[src/rtl/topmodule_pkg.sv]
// Shared widths, parity-select window and sequencer state encoding.
// No logic of its own; imported by the command sequencer and its FIFO users.
// Parity window is inclusive on both ends.
package topmodule_pkg;

  localparam int A_W   = 10;
  localparam int C_W   = 9;
  localparam int OUT_W = 11;

  localparam logic [C_W-1:0] PARITY_C_LO = C_W'(100);
  localparam logic [C_W-1:0] PARITY_C_HI = C_W'(128);

  typedef enum logic [1:0] {
    ST_IDLE = 2'd0,
    ST_WAIT = 2'd1,
    ST_RESP = 2'd2
  } state_e;

  // True when the selector routes rtl_topmodule to its parity generator.
  function automatic logic parity_sel(input logic [C_W-1:0] c);
    return (c >= PARITY_C_LO) && (c <= PARITY_C_HI);
  endfunction

endpackage

[src/rtl/cmd_fifo.sv]
// Command FIFO: DEPTH entries of W bits, show-ahead read data at the head.
// Latency: a push is visible on pop_dat_o / empty_o the cycle after it is written.
// Backpressure: full_o is a registered-state decode; pushes while full and pops while empty are ignored.
module cmd_fifo #(
  parameter int DEPTH = 4,
  parameter int W     = 19
) (
  input  logic         clk,
  input  logic         rst,
  input  logic         push_i,
  input  logic [W-1:0] push_dat_i,
  input  logic         pop_i,
  output logic [W-1:0] pop_dat_o,
  output logic         full_o,
  output logic         empty_o
);

  localparam int AW = (DEPTH > 1) ? $clog2(DEPTH) : 1;

  logic [AW-1:0] wr_ptr_q;
  logic [AW-1:0] rd_ptr_q;
  logic [AW:0]   count_q;
  logic [W-1:0]  mem_q [DEPTH];
  logic          do_push;
  logic          do_pop;

  assign full_o    = (count_q == (AW+1)'(DEPTH));
  assign empty_o   = (count_q == '0);
  assign do_push   = push_i && !full_o;
  assign do_pop    = pop_i && !empty_o;
  assign pop_dat_o = mem_q[rd_ptr_q];

  // Pointers wrap naturally (power-of-2 depth); count tracks occupancy.
  always_ff @(posedge clk or negedge rst) begin
    if (!rst) begin
      wr_ptr_q <= '0;
      rd_ptr_q <= '0;
      count_q  <= '0;
    end else begin
      if (do_push) wr_ptr_q <= wr_ptr_q + AW'(1);
      if (do_pop)  rd_ptr_q <= rd_ptr_q + AW'(1);
      case ({do_push, do_pop})
        2'b10:   count_q <= count_q + (AW+1)'(1);
        2'b01:   count_q <= count_q - (AW+1)'(1);
        default: count_q <= count_q;
      endcase
    end
  end

  // Storage needs no reset: entries are only read once the count says they are valid.
  always_ff @(posedge clk) begin
    if (do_push) mem_q[wr_ptr_q] <= push_dat_i;
  end

endmodule

[src/rtl/topmodule_cmd_sequencer.sv]
// Queues (A,C) commands, drives rtl_topmodule, samples its result SETTLE cycles later. Optional: PARITY_CHECK_EN.
// Latency: accept at E0 -> dut_a/dut_c at E1 -> result valid at E1+SETTLE; one result per SETTLE+1 cycles.
// Backpressure: cmd_ready = FIFO not full (registered); results held until res_ready, no comb path to cmd_ready.
module topmodule_cmd_sequencer
  import topmodule_pkg::*;
#(
  parameter int DEPTH  = 4,
  parameter int SETTLE = 2
) (
  input  logic             clk,
  input  logic             rst,
  input  logic             cmd_valid,
  output logic             cmd_ready,
  input  logic [A_W-1:0]   cmd_a,
  input  logic [C_W-1:0]   cmd_c,
  output logic [A_W-1:0]   dut_a,
  output logic [C_W-1:0]   dut_c,
  input  logic [OUT_W-1:0] dut_out,
  output logic             res_valid,
  input  logic             res_ready,
  output logic [OUT_W-1:0] res_data,
  output logic [C_W-1:0]   res_c,
  output logic             res_err,
  output logic             busy
);

  localparam int CNT_W = (SETTLE > 1) ? $clog2(SETTLE) : 1;

  state_e             state_q, state_d;
  logic [CNT_W-1:0]   cnt_q;
  logic [A_W-1:0]     dut_a_q;
  logic [C_W-1:0]     dut_c_q;
  logic [OUT_W-1:0]   res_data_q;
  logic [C_W-1:0]     res_c_q;
  logic               fifo_full;
  logic               fifo_empty;
  logic [A_W+C_W-1:0] fifo_dat;
  logic [A_W-1:0]     fifo_a;
  logic [C_W-1:0]     fifo_c;
  logic               load;
  logic               capture;

  cmd_fifo #(
    .DEPTH(DEPTH),
    .W    (A_W + C_W)
  ) u_fifo (
    .clk       (clk),
    .rst       (rst),
    .push_i    (cmd_valid),
    .push_dat_i({cmd_a, cmd_c}),
    .pop_i     (load),
    .pop_dat_o (fifo_dat),
    .full_o    (fifo_full),
    .empty_o   (fifo_empty)
  );

  assign {fifo_a, fifo_c} = fifo_dat;

  // State register.
  always_ff @(posedge clk or negedge rst) begin
    if (!rst) state_q <= ST_IDLE;
    else      state_q <= state_d;
  end

  // Next state: go straight from a result handshake to the next command when one is queued.
  always_comb begin
    state_d = state_q;
    case (state_q)
      ST_IDLE: if (!fifo_empty) state_d = ST_WAIT;
      ST_WAIT: if (cnt_q == '0) state_d = ST_RESP;
      ST_RESP: if (res_ready)   state_d = fifo_empty ? ST_IDLE : ST_WAIT;
      default: state_d = ST_IDLE;
    endcase
  end

  // Control strobes: pop+load a command, or capture the settled result.
  always_comb begin
    load    = 1'b0;
    capture = 1'b0;
    case (state_q)
      ST_IDLE: load    = !fifo_empty;
      ST_WAIT: capture = (cnt_q == '0);
      ST_RESP: load    = res_ready && !fifo_empty;
      default: ;
    endcase
  end

  // Operand, settle counter and result registers; dut_a/dut_c hold between commands.
  always_ff @(posedge clk or negedge rst) begin
    if (!rst) begin
      dut_a_q    <= '0;
      dut_c_q    <= '0;
      cnt_q      <= '0;
      res_data_q <= '0;
      res_c_q    <= '0;
    end else begin
      if (load) begin
        dut_a_q <= fifo_a;
        dut_c_q <= fifo_c;
        cnt_q   <= CNT_W'(SETTLE - 1);
      end else if ((state_q == ST_WAIT) && (cnt_q != '0)) begin
        cnt_q <= cnt_q - CNT_W'(1);
      end
      if (capture) begin
        res_data_q <= dut_out;
        res_c_q    <= dut_c_q;
      end
    end
  end

`ifdef PARITY_CHECK_EN
  logic res_err_q;

  // Flag a parity-generator result whose bit 0 disagrees with the parity of A.
  always_ff @(posedge clk or negedge rst) begin
    if (!rst) begin
      res_err_q <= 1'b0;
    end else if (capture) begin
      res_err_q <= parity_sel(dut_c_q) && (dut_out[0] != (^dut_a_q));
    end
  end

  assign res_err = res_err_q;
`else
  assign res_err = 1'b0;
`endif

  // res_valid is a pure state decode, so it drops the instant reset asserts.
  assign res_valid = (state_q == ST_RESP);
  assign cmd_ready = !fifo_full;
  assign busy      = (state_q != ST_IDLE) || !fifo_empty;
  assign dut_a     = dut_a_q;
  assign dut_c     = dut_c_q;
  assign res_data  = res_data_q;
  assign res_c     = res_c_q;

endmodule

[config.mk]
export PLATFORM = sky130hd
export DESIGN_NAME = topmodule_cmd_sequencer
export DESIGN_NICKNAME = d
export VERILOG_FILES = /design/src/rtl/topmodule_pkg.sv /design/src/rtl/cmd_fifo.sv /design/src/rtl/topmodule_cmd_sequencer.sv
export SDC_FILE = /design/constraint.sdc
export NUM_CORES = 1
export LEC_CHECK = 0
export ABC_AREA = 1
export BUFFER_PORTS_ARGS = -buffer_cell sky130_fd_sc_hd__buf_2
export CAP_MARGIN = 20
export CORE_ASPECT_RATIO = 2
export CORE_UTILIZATION = 45
export DETAILED_ROUTE_END_ITERATION = 16
export PLACE_DENSITY_LB_ADDON = 0.3
export SYNTH_ARGS = -nofsm -noshare
export SYNTH_HDL_FRONTEND = slang
export SYNTH_HIERARCHICAL = 1
export SYNTH_SLANG_ARGS = --single-unit
[constraint.sdc]
create_clock -name clk -period 2.9 [get_ports clk]
set_input_delay 0.725 -clock clk [delete_from_list [all_inputs] [get_ports clk]]
set_output_delay 0.725 -clock clk [all_outputs]
set_load 0.005 [all_outputs]
==> results.tsv, run 1 <==
metric	value	unit
max_slew_margin	47.4	%
start_util	45.9	%
start_kind	register	
fillers	993	
synth_compound_area_share	8.29	%
ctsHoldBuffers	0	
netSwitchingFraction	35.1	%
async_reset_ff_share	39.2	%
root_buffer	clkbuf_16	
p_comb_share	34.7	%
cp.arrival	1.46	ns
dieWidth	79.3	um
cp_cell_sequence	inv_2, nand3_1, inv_1, nand3_1, buf_2	
grt_pass1_vias	3574	
synth.mux.area_fraction	0	%
port_buffers	75	
reg2reg_from	u_fifo/count_q[1]$_DFFE_PN0P_	
final_core_util	55.4	%
clk_transition_reported_paths	0.05	ns
yosys_register_bits	125	
worst_slew_pin_slew	0.787	ns
setup-violations-final	0	
synth_flop_cell	edfxtp_1	
cts_buffer_depth	2	
cts.repair.resized	0	
hold_violations	0	
synth_area_leader_cell	edfxtp_1	
drt_iter0_markers	140	
crit_buf_inv	3	
maxCapViolations	0	
area_delta_synth_final	20.6	%
cp_max_fo	5	
syn_area_per_cell	11.3	um2
wirelength	10400	um
path_common_cell	nand3_1	
htree_levels	4	
place_hpwl	7360	um
drc	0	
yosysWarnings	6	
row_count	56	
synthDistinctLibCells	21	
synth_top_area_share	42.5	%
fin_skew	0.00384	ns
clk_latency	0.40	ns
cp.required	2.17	ns
vdd.ir_drop.worst	0.755	mV
syn_nets	516	
reg2regPathDepth	15	
worstSetupPathType	register to primary output	
crit_path_end_kind	primary output	
setup_tns	0	ns
p_int	4760	uW
min_period_over_period	75.5	%
synth.yosys.seq_area_share	65.3	%
overflow	0	
wl_per_cell	14.5	um
ff2ff_setup_slack	0.71	ns
power-per-cell-area	1130	nW/um2
synth_top_family_by_area	simple AND/OR/NAND/NOR gates	
netlist_area	5370	um2
layout.nets	603	
clkPwrFrac	28.0	%
yosys.area_share.adder	1.54	%
ant_nets	0	
critPathSlowestCell	dfrtp_1	
maxSlewViolCount	0	
hold_path.class	input pin to async pin	
status	finished, final reports clean	
r2r_end	u_fifo/count_q[2]$_DFFE_PN0P_	
core-area	11700	um2
critPathMaxStageDelay	0.40	ns
rsz0062_at_grt	false	
fmax	457	MHz
clock-sinks	125	
antenna_cells	0	
post_cts_buffers	0	
dieArea	12400	um2
synth-xor-area-share	0.163	%
critPathTopFamily	buffers and inverters	
vias	3513	
multi_input_area	1430	um2
drive_above_1_share	27.2	%
vias_per_cell	4.89	
die_y	157	um
grt_max_degree	50	
syn_inst	476	
place.gp.congestion	0.765	
first_pass_iters	4	
antenna_found_initial	0	
switchingPower	2570	uW
synthTopCellsByArea	edfxtp_1 42%, dfrtp_1 23%, nand2_1 11%	
power_leakage	0.00307	uW
grt_usage	18.0	%
yosys.area_share.simple	16.6	%
grt_pass1_wl	16600	um
total_power	7330	uW
seq_power_share	37.3	%
seq_area	3510	um2
synth-edff-count	76	
cts_made_buffers	17	
layout_min_cycle_time	2.19	ns
cts_tree	built	
io_pins	77	
-- routing by layer --
layer | up-vias | global-route usage [%] | share of wire, %
li1 | 1761 | - | -
met1 | 1640 | 17.7 | 38
met2 | 89 | 33.5 | 55
met3 | 23 | 4.20 | 3.7
met4 | 0 | 10.1 | 3.0
met5 | - | 0 | 0
-- worst register-to-register path: stages (launching register included) --
cell and delay [ns]:
dfrtp_1 0.37, inv_2 0.07, nand3_1 0.17, inv_1 0.12
nor2_4 0.10, nand2_1 0.07, inv_1 0.09, nand2_1 0.08
inv_1 0.07, ha_1 0.17, inv_1 0.08, fa_1 0.40
nand2_1 0.11, nand3_1 0.08, nand2_1 0.06, nand2_1 0.04
-- layout by cell type (no fill, tap or decap) --
cell	count
buf_12	1
nand4_1	21
buf_4	20
o21ai_0	3
o211ai_2	29
clkinvlp_4	4
clkinv_4	2
inv_1	59
clkbuf_16	17
buf_2	75
nor2_1	6
edfxtp_1	76
conb_1	1
bufinv_16	3
xnor2_1	1
clkinv_2	1
fa_1	1
nand3_1	28
clkinv_1	1
clkbuf_1	2
o211ai_1	9
dfrtp_1	49
inv_2	3
nor2_4	1
ha_1	5
nand2_1	156
-- flip-flops by register name (all words and copies together) (netlist names), 3 cells and up --
signal          flops
dut_a              10
res_c               9
dut_c               9
u_fifo/mem_q       76
u_fifo/count_q      3
res_data           11
-- synth_stat cells, drive strengths merged (3+ instances only) --
library cell  count
nand2           156
edfxtp           76
inv              62
dfrtp            49
o211ai           38
nand3            28
buf              27
nand4            21
nor2              7
ha                5
o21ai             3
-- cell families after synthesis --
kind of cell / Yosys count
and+or+nand+nor: 212
AOI/OAI and AO/OA: 41
xor gates and xnor gates: 1
adders and majority gates: 6
other: 1
DFF: 125
buffers and inverters: 90
-- through the flow --
stage | cells | hold slack [ns] | instance area [um2] | setup WS, ns
detailed placement | 689 | 0.453 | 5900 | 0.656
global route | 719 | 0.471 | 6480 | 0.557
global placement | 689 | 0.448 | 5900 | 0.749
CTS | 719 | 0.434 | 6480 | 0.705
finish | 719 | 0.414 | 6480 | 0.711
floorplan | 476 | 0.429 | 5370 | 0.711
-- power groups by stage --
| stage | combinational [uW] | sequential [uW] | clock, uW |
|---|---|---|---|
| after global placement | 2480 | 2740 | 0 |
| after CTS | 2590 | 2740 | 2100 |
| after floorplan | 1830 | 2750 | 0 |
| after global routing | 2870 | 2790 | 2170 |
| after detailed placement | 2570 | 2760 | 0 |
| final | 2540 | 2740 | 2050 |
-- final cells by class --
| class | count | area share (%) |
|---|---|---|
| Clock inverter | 11 | 2.26 |
| Tap cell | 145 | 2.80 |
| Clock buffer | 19 | 6.68 |
| Multi-Input combinational cell | 261 | 22.1 |
| Inverter | 62 | 3.59 |
| Sequential cell | 125 | 54.2 |
| Timing Repair Buffer | 96 | 8.42 |
-- how the worst max path moves through the flow --
stage	from	end	slack, ns	cells after the start
after detailed placement	res_ready	u_fifo/count_q[2]$_DFFE_PN0P_	0.66	14
after global routing	u_fifo/count_q[0]$_DFFE_PN0P_	u_fifo/count_q[2]$_DFFE_PN0P_	0.56	15
after CTS	u_fifo/count_q[1]$_DFFE_PN0P_	busy	0.70	5
final	u_fifo/count_q[1]$_DFFE_PN0P_	busy	0.71	5
after global placement	res_ready	u_fifo/count_q[2]$_DFFE_PN0P_	0.75	14
after floorplan	res_ready	u_fifo/count_q[2]$_DFFE_PN0P_	0.71	14
(Power assumes the default switching activity.)
==> inputs of run 2 (changes only) <==
==> constraint.sdc (replaced) <==
create_clock -name clk -period 2.29 [get_ports clk]
set_input_delay 0.5725 -clock clk [delete_from_list [all_inputs] [get_ports clk]]
set_output_delay 0.5725 -clock clk [all_outputs]
set_load 0.005 [all_outputs]
==> run 2 against run 1 <==
First-iteration DRC count up 10%. Register-to-register slack worse by 0.49 ns. Highest routed layer unchanged. Global-route usage increased by 0.29 points.
==> results.tsv, run 2 (synthesis gave the netlist of run 1 again) <==
metric	value	unit
status	finished, final reports clean	
maxSlewViolCount	0	
core-area	11700	um2
cp.required	2.58	ns
wl_met1	3880	um
wirelength	10200	um
final_cells	720	
row_count	56	
r2r_end	u_fifo/count_q[2]$_DFFE_PN0P_	
cp.arrival	2.36	ns
hold_path.class	input pin to async pin	
drt_iter0_markers	154	
clk_transition_reported_paths	0.06	ns
vias_per_cell	4.92	
port_buffers	75	
setup_tns	0	ns
p_int	5980	uW
setup_slack	0.222	ns
place.gp.congestion	0.758	
area_delta_synth_final	21.0	%
vdd.ir_drop.worst	0.801	mV
grt_pass1_wl	16600	um
final_cell_mix	156 x nand2_1, 76 x edfxtp_1, 75 x buf_2, 59 x inv_1, 49 x dfrtp_1	
power_leakage	0.00309	uW
setup-violations-final	0	
maxCapViolations	0	
clock-sinks	125	
clkPwrFrac	27.5	%
crit_path_end_kind	register	
seq_power_share	37.2	%
grt_pass1_vias	3488	
netSwitchingFraction	35.5	%
final_common_cell	nand2_1	
vias	3545	
power-per-cell-area	1430	nW/um2
dieArea	12400	um2
dr_wl_met3	390	um
min_period_over_period	90.3	%
fin_skew	0.0121	ns
overflow	0	
wl_per_cell	14.2	um
final_core_util	55.5	%
root_buffer	clkbuf_16	
die_y	157	um
worstSetupPathType	register to register	
dieWidth	79.3	um
switchingPower	3300	uW
worst_slew_pin_slew	0.615	ns
first_pass_iters	4	
layout_min_cycle_time	2.07	ns
drc	0	
total_power	9270	uW
start_util	45.9	%
registers.top_by_ff_count	u_fifo/mem_q	
place_inst	688	
place_ws	0.153	ns
start_kind	register	
reg2reg_from	u_fifo/count_q[0]$_DFFE_PN0P_	
clk_latency	0.41	ns
cp_max_fo	5	
cts_buffer_depth	2	
place_hpwl	7170	um
max_slew_margin	59.0	%
p_comb_share	35.3	%
grt_usage	18.3	%
io_pins	77	
top_layer_used	met4	
hold_violations	0	
ant_nets	0	
grt_max_degree	50	
htree_levels	4	
cts_tree	built	
ff2ff_setup_slack	0.22	ns
cts_made_buffers	17	
wl_met2	5750	um
antenna_found_initial	0	
layout.nets	603	
reg2regPathDepth	15	
largest_reg_flops	76	
antenna_cells	0	
fmax	484	MHz
rsz0062_at_grt	false	
drive_above_1_share	27.7	%
ctsHoldBuffers	0	
## run 2: worst max-delay path by stage
stage / startpoint / end / slack, ns / cells after the start
after detailed placement: u_fifo/count_q[2]$_DFFE_PN0P_ / u_fifo/count_q[2]$_DFFE_PN0P_ / 0.15 / 15
after floorplan: u_fifo/count_q[0]$_DFFE_PN0P_ / u_fifo/count_q[2]$_DFFE_PN0P_ / 0.20 / 16
after global placement: res_ready / u_fifo/count_q[2]$_DFFE_PN0P_ / 0.29 / 14
after global routing: u_fifo/count_q[2]$_DFFE_PN0P_ / u_fifo/count_q[2]$_DFFE_PN0P_ / 0.01 / 15
final: u_fifo/count_q[0]$_DFFE_PN0P_ / u_fifo/count_q[2]$_DFFE_PN0P_ / 0.22 / 15
after CTS: u_fifo/count_q[2]$_DFFE_PN0P_ / u_fifo/count_q[2]$_DFFE_PN0P_ / 0.15 / 15
## run 2: per-stage QoR
| stage | cell area (um2) | hold slack [ns] |
|---|---|---|
| detailed placement | 5920 | 0.453 |
| global route | 6500 | 0.304 |
| CTS | 6490 | 0.267 |
| global placement | 5920 | 0.450 |
| floorplan | 5370 | 0.277 |
| finish | 6500 | 0.254 |
## run 2: metal layers
metal  GRT usage (%)  up-vias
li1                -     1763
met1            18.4     1676
met2            33.0       89
met3            5.66       17
met4            9.26        0
met5               0        -
## run 2: critical path, cell delays in order, from the launching register on
cell and delay (ns):
dfrtp_1 0.38, inv_2 0.07, nand3_2 0.09, inv_1 0.08, nor2_4 0.08, nand2_1 0.07
inv_1 0.08, nand2_1 0.07, inv_1 0.07, ha_1 0.16, inv_1 0.07, fa_1 0.38
nand2_1 0.12, nand3_1 0.10, nand2_1 0.07, nand2_1 0.04
## run 2: final cells by class
cell class              instances  area [um2]
fillers                      1008        5200
flip-flops and latches        125        3510
multi-input cells             261        1440
repair buffers                 96         571
clock buffers                  17         425
inverters                      62         233
well taps                     145         181
clock inverters                14         145
## run 2: timing repair
action,4_1_cts,5_1_grt
setup endpoints to repair,0,2
gates resized for setup,0,1
hold endpoints to repair,0,0
setup buffers,0,1
## run 2: power by group through the flow
| stage | sequential [uW] | combinational (uW) | clock, uW |
|---|---|---|---|
| global placement | 3470 | 3180 | 0 |
| global route | 3520 | 3720 | 2710 |
| detailed placement | 3500 | 3300 | 0 |
| CTS | 3460 | 3310 | 2620 |
| finish | 3450 | 3270 | 2550 |
| floorplan | 3480 | 2310 | 0 |
==> inputs of run 3 (changes only) <==
==> constraint.sdc (replaced) <==
create_clock -name clk -period 2.5 [get_ports clk]
set_input_delay 0.625 -clock clk [delete_from_list [all_inputs] [get_ports clk]]
set_output_delay 0.625 -clock clk [all_outputs]
set_load 0.005 [all_outputs]
==> run 3 against run 2 <==
First-iteration DRC count is 0.65% higher. Utilization is 0.47 points lower. Critical path type unchanged. Power shrank 9.3%. Via count fell by 0.11%. Global-route usage hardly changed. Die area is the same. Non-clock buffer count down 2. Critical endpoint unchanged. Cell area decreased by 0.85%. Sequential share of layout area grew 0.46 points.
==> results.tsv, run 3 (synthesis gave the netlist of run 1 again) <==
metric	value	unit
grt_max_degree	46	
overflow	0	
area_delta_synth_final	19.9	%
grt_pass1_wl	16800	um
clock-sinks	125	
maxCapViolations	0	
dieWidth	79.3	um
root_buffer	clkbuf_16	
cts_made_buffers	17	
cts.repair.resized	0	
htree_levels	4	
r2r_end	u_fifo/count_q[2]$_DFFE_PN0P_	
critPathSlowestCell	fa_1	
setup_tns	0	ns
cp_max_fo	5	
ant_nets	0	
start_util	45.9	%
maxSlewViolCount	0	
drc	0	
power_leakage	0.00306	uW
worstSetupPathType	register to register	
startpoint	u_fifo/count_q[2]$_DFFE_PN0P_	
fin_skew	0.00516	ns
reg2reg_from	u_fifo/count_q[2]$_DFFE_PN0P_	
cp.required	2.80	ns
wl_per_cell	14.4	um
grt_usage	18.3	%
ctsHoldBuffers	0	
cp_cell_sequence	inv_1, nand3_1, inv_1, nor2_4, nand2_1, inv_1, nand2_1, inv_1, ha_1, inv_1, fa_1, nand2_1, nand3_1, nand2_1, nand2_1	
first_pass_iters	4	
clk_latency	0.41	ns
dieArea	12400	um2
layout_min_cycle_time	2.13	ns
ff2ff_setup_slack	0.37	ns
place.gp.congestion	0.775	
die_y	157	um
largest_reg_flops	76	
status	finished, final reports clean	
final_area	6440	um2
critical_path_depth	15	
vias_per_cell	4.92	
final_cell_mix	156 x nand2_1, 76 x edfxtp_1, 75 x buf_2, 59 x inv_1, 49 x dfrtp_1	
crit_buf_inv	5	
hold_path.class	input pin to async pin	
grt_pass1_vias	3539	
post_cts_buffers	0	
rsz0062_at_grt	false	
cts_buffer_depth	2	
setup-violations-final	0	
port_buffers	75	
start_kind	register	
drive_above_1_share	27.2	%
row_count	56	
final_common_cell	nand2_1	
reg2regPathDepth	15	
io_pins	77	
clk_transition_reported_paths	0.06	ns
fmax	470	MHz
seq_area	3510	um2
layout.nets	601	
worst_slew_pin_slew	1.11	ns
hold_violations	0	
place_hpwl	7080	um
place_area	5870	um2
critPathTopFamily	simple AND/OR/NAND/NOR gates	
critPathMaxStageDelay	0.38	ns
vias	3541	
antenna_found_initial	0	
core-area	11700	um2
crit_path_end_kind	register	
cts_tree	built	
endpoint	u_fifo/count_q[2]$_DFFE_PN0P_	
power-per-cell-area	1310	nW/um2
drt_iter0_markers	155	
multi_input_area	1430	um2
cp.arrival	2.43	ns
fillers	1012	
vdd.ir_drop.worst	0.734	mV
min_period_over_period	85.1	%
registers.top_by_ff_count	u_fifo/mem_q	
max_slew_margin	26.1	%
wirelength	10400	um
antenna_cells	0	
run 3: changes by cell type in the layout (fill, tap and decap cells not counted), sizes merged:
cell and delta:
buf -2, clkbuf +1, clkinv -1, clkinvlp +1
run 3: where the power goes:
part / total (uW) / internal (uW) / switching, uW / leakage [uW]
clock: 2360 / 1460 / 895 / 0.000272
sequential: 3160 / 2870 / 293 / 0.00130
combinational: 2890 / 1060 / 1830 / 0.00149
total: 8410 / 5390 / 3020 / 0.00306
run 3: final cells by class:
class / count / share of cell area, %
Clock buffer: 18 / 6.66
Clock inverter: 14 / 2.23
Inverter: 62 / 3.61
Multi-Input combinational cell: 261 / 22.2
Sequential cell: 125 / 54.4
Tap cell: 145 / 2.81
Timing Repair Buffer: 94 / 8.04
run 3: worst register-to-register path: stages (launching register included):
cell and delay [ns]:
dfrtp_1 0.37, inv_1 0.07, nand3_1 0.15, inv_1 0.11, nor2_4 0.09, nand2_1 0.07, inv_1 0.08, nand2_1 0.07
inv_1 0.07, ha_1 0.17, inv_1 0.07, fa_1 0.38, nand2_1 0.12, nand3_1 0.09, nand2_1 0.06, nand2_1 0.04
run 3: metrics by stage:
stage          hold WS [ns]  setup WS [ns]  std cells  utilization [%]  total power (uW)
6_report              0.301          0.371        719             55.1              8410
5_1_grt               0.365          0.137        719             55.1              9020
3_3_place_gp          0.449          0.462        687             50.2              6000
4_1_cts               0.316          0.401        719             55.1              8530
2_1_floorplan         0.329          0.406        476                -              5310
3_5_place_dp          0.453          0.377        687             50.2              6140
run 3: worst min path at each step:
stage / start / end / depth (start not counted)
final: rst / res_c[3]$_DFFE_PN0P_ / 1
after global routing: rst / res_c[2]$_DFFE_PN0P_ / 1
after CTS: rst / res_c[2]$_DFFE_PN0P_ / 1
after detailed placement: res_data[0]$_DFFE_PN0P_ / res_data[0]$_DFFE_PN0P_ / 2
after global placement: res_data[8]$_DFFE_PN0P_ / res_data[8]$_DFFE_PN0P_ / 2
after floorplan: rst / cnt_q$_DFFE_PN0P_ / 0
run 3: layer usage:
layer,routed length [um],track usage [%],vias up
li1,-,-,1755
met1,4040,19.4,1689
met2,5680,32.6,79
met3,419,5.42,18
met4,236,8.23,0
met5,0,0,-
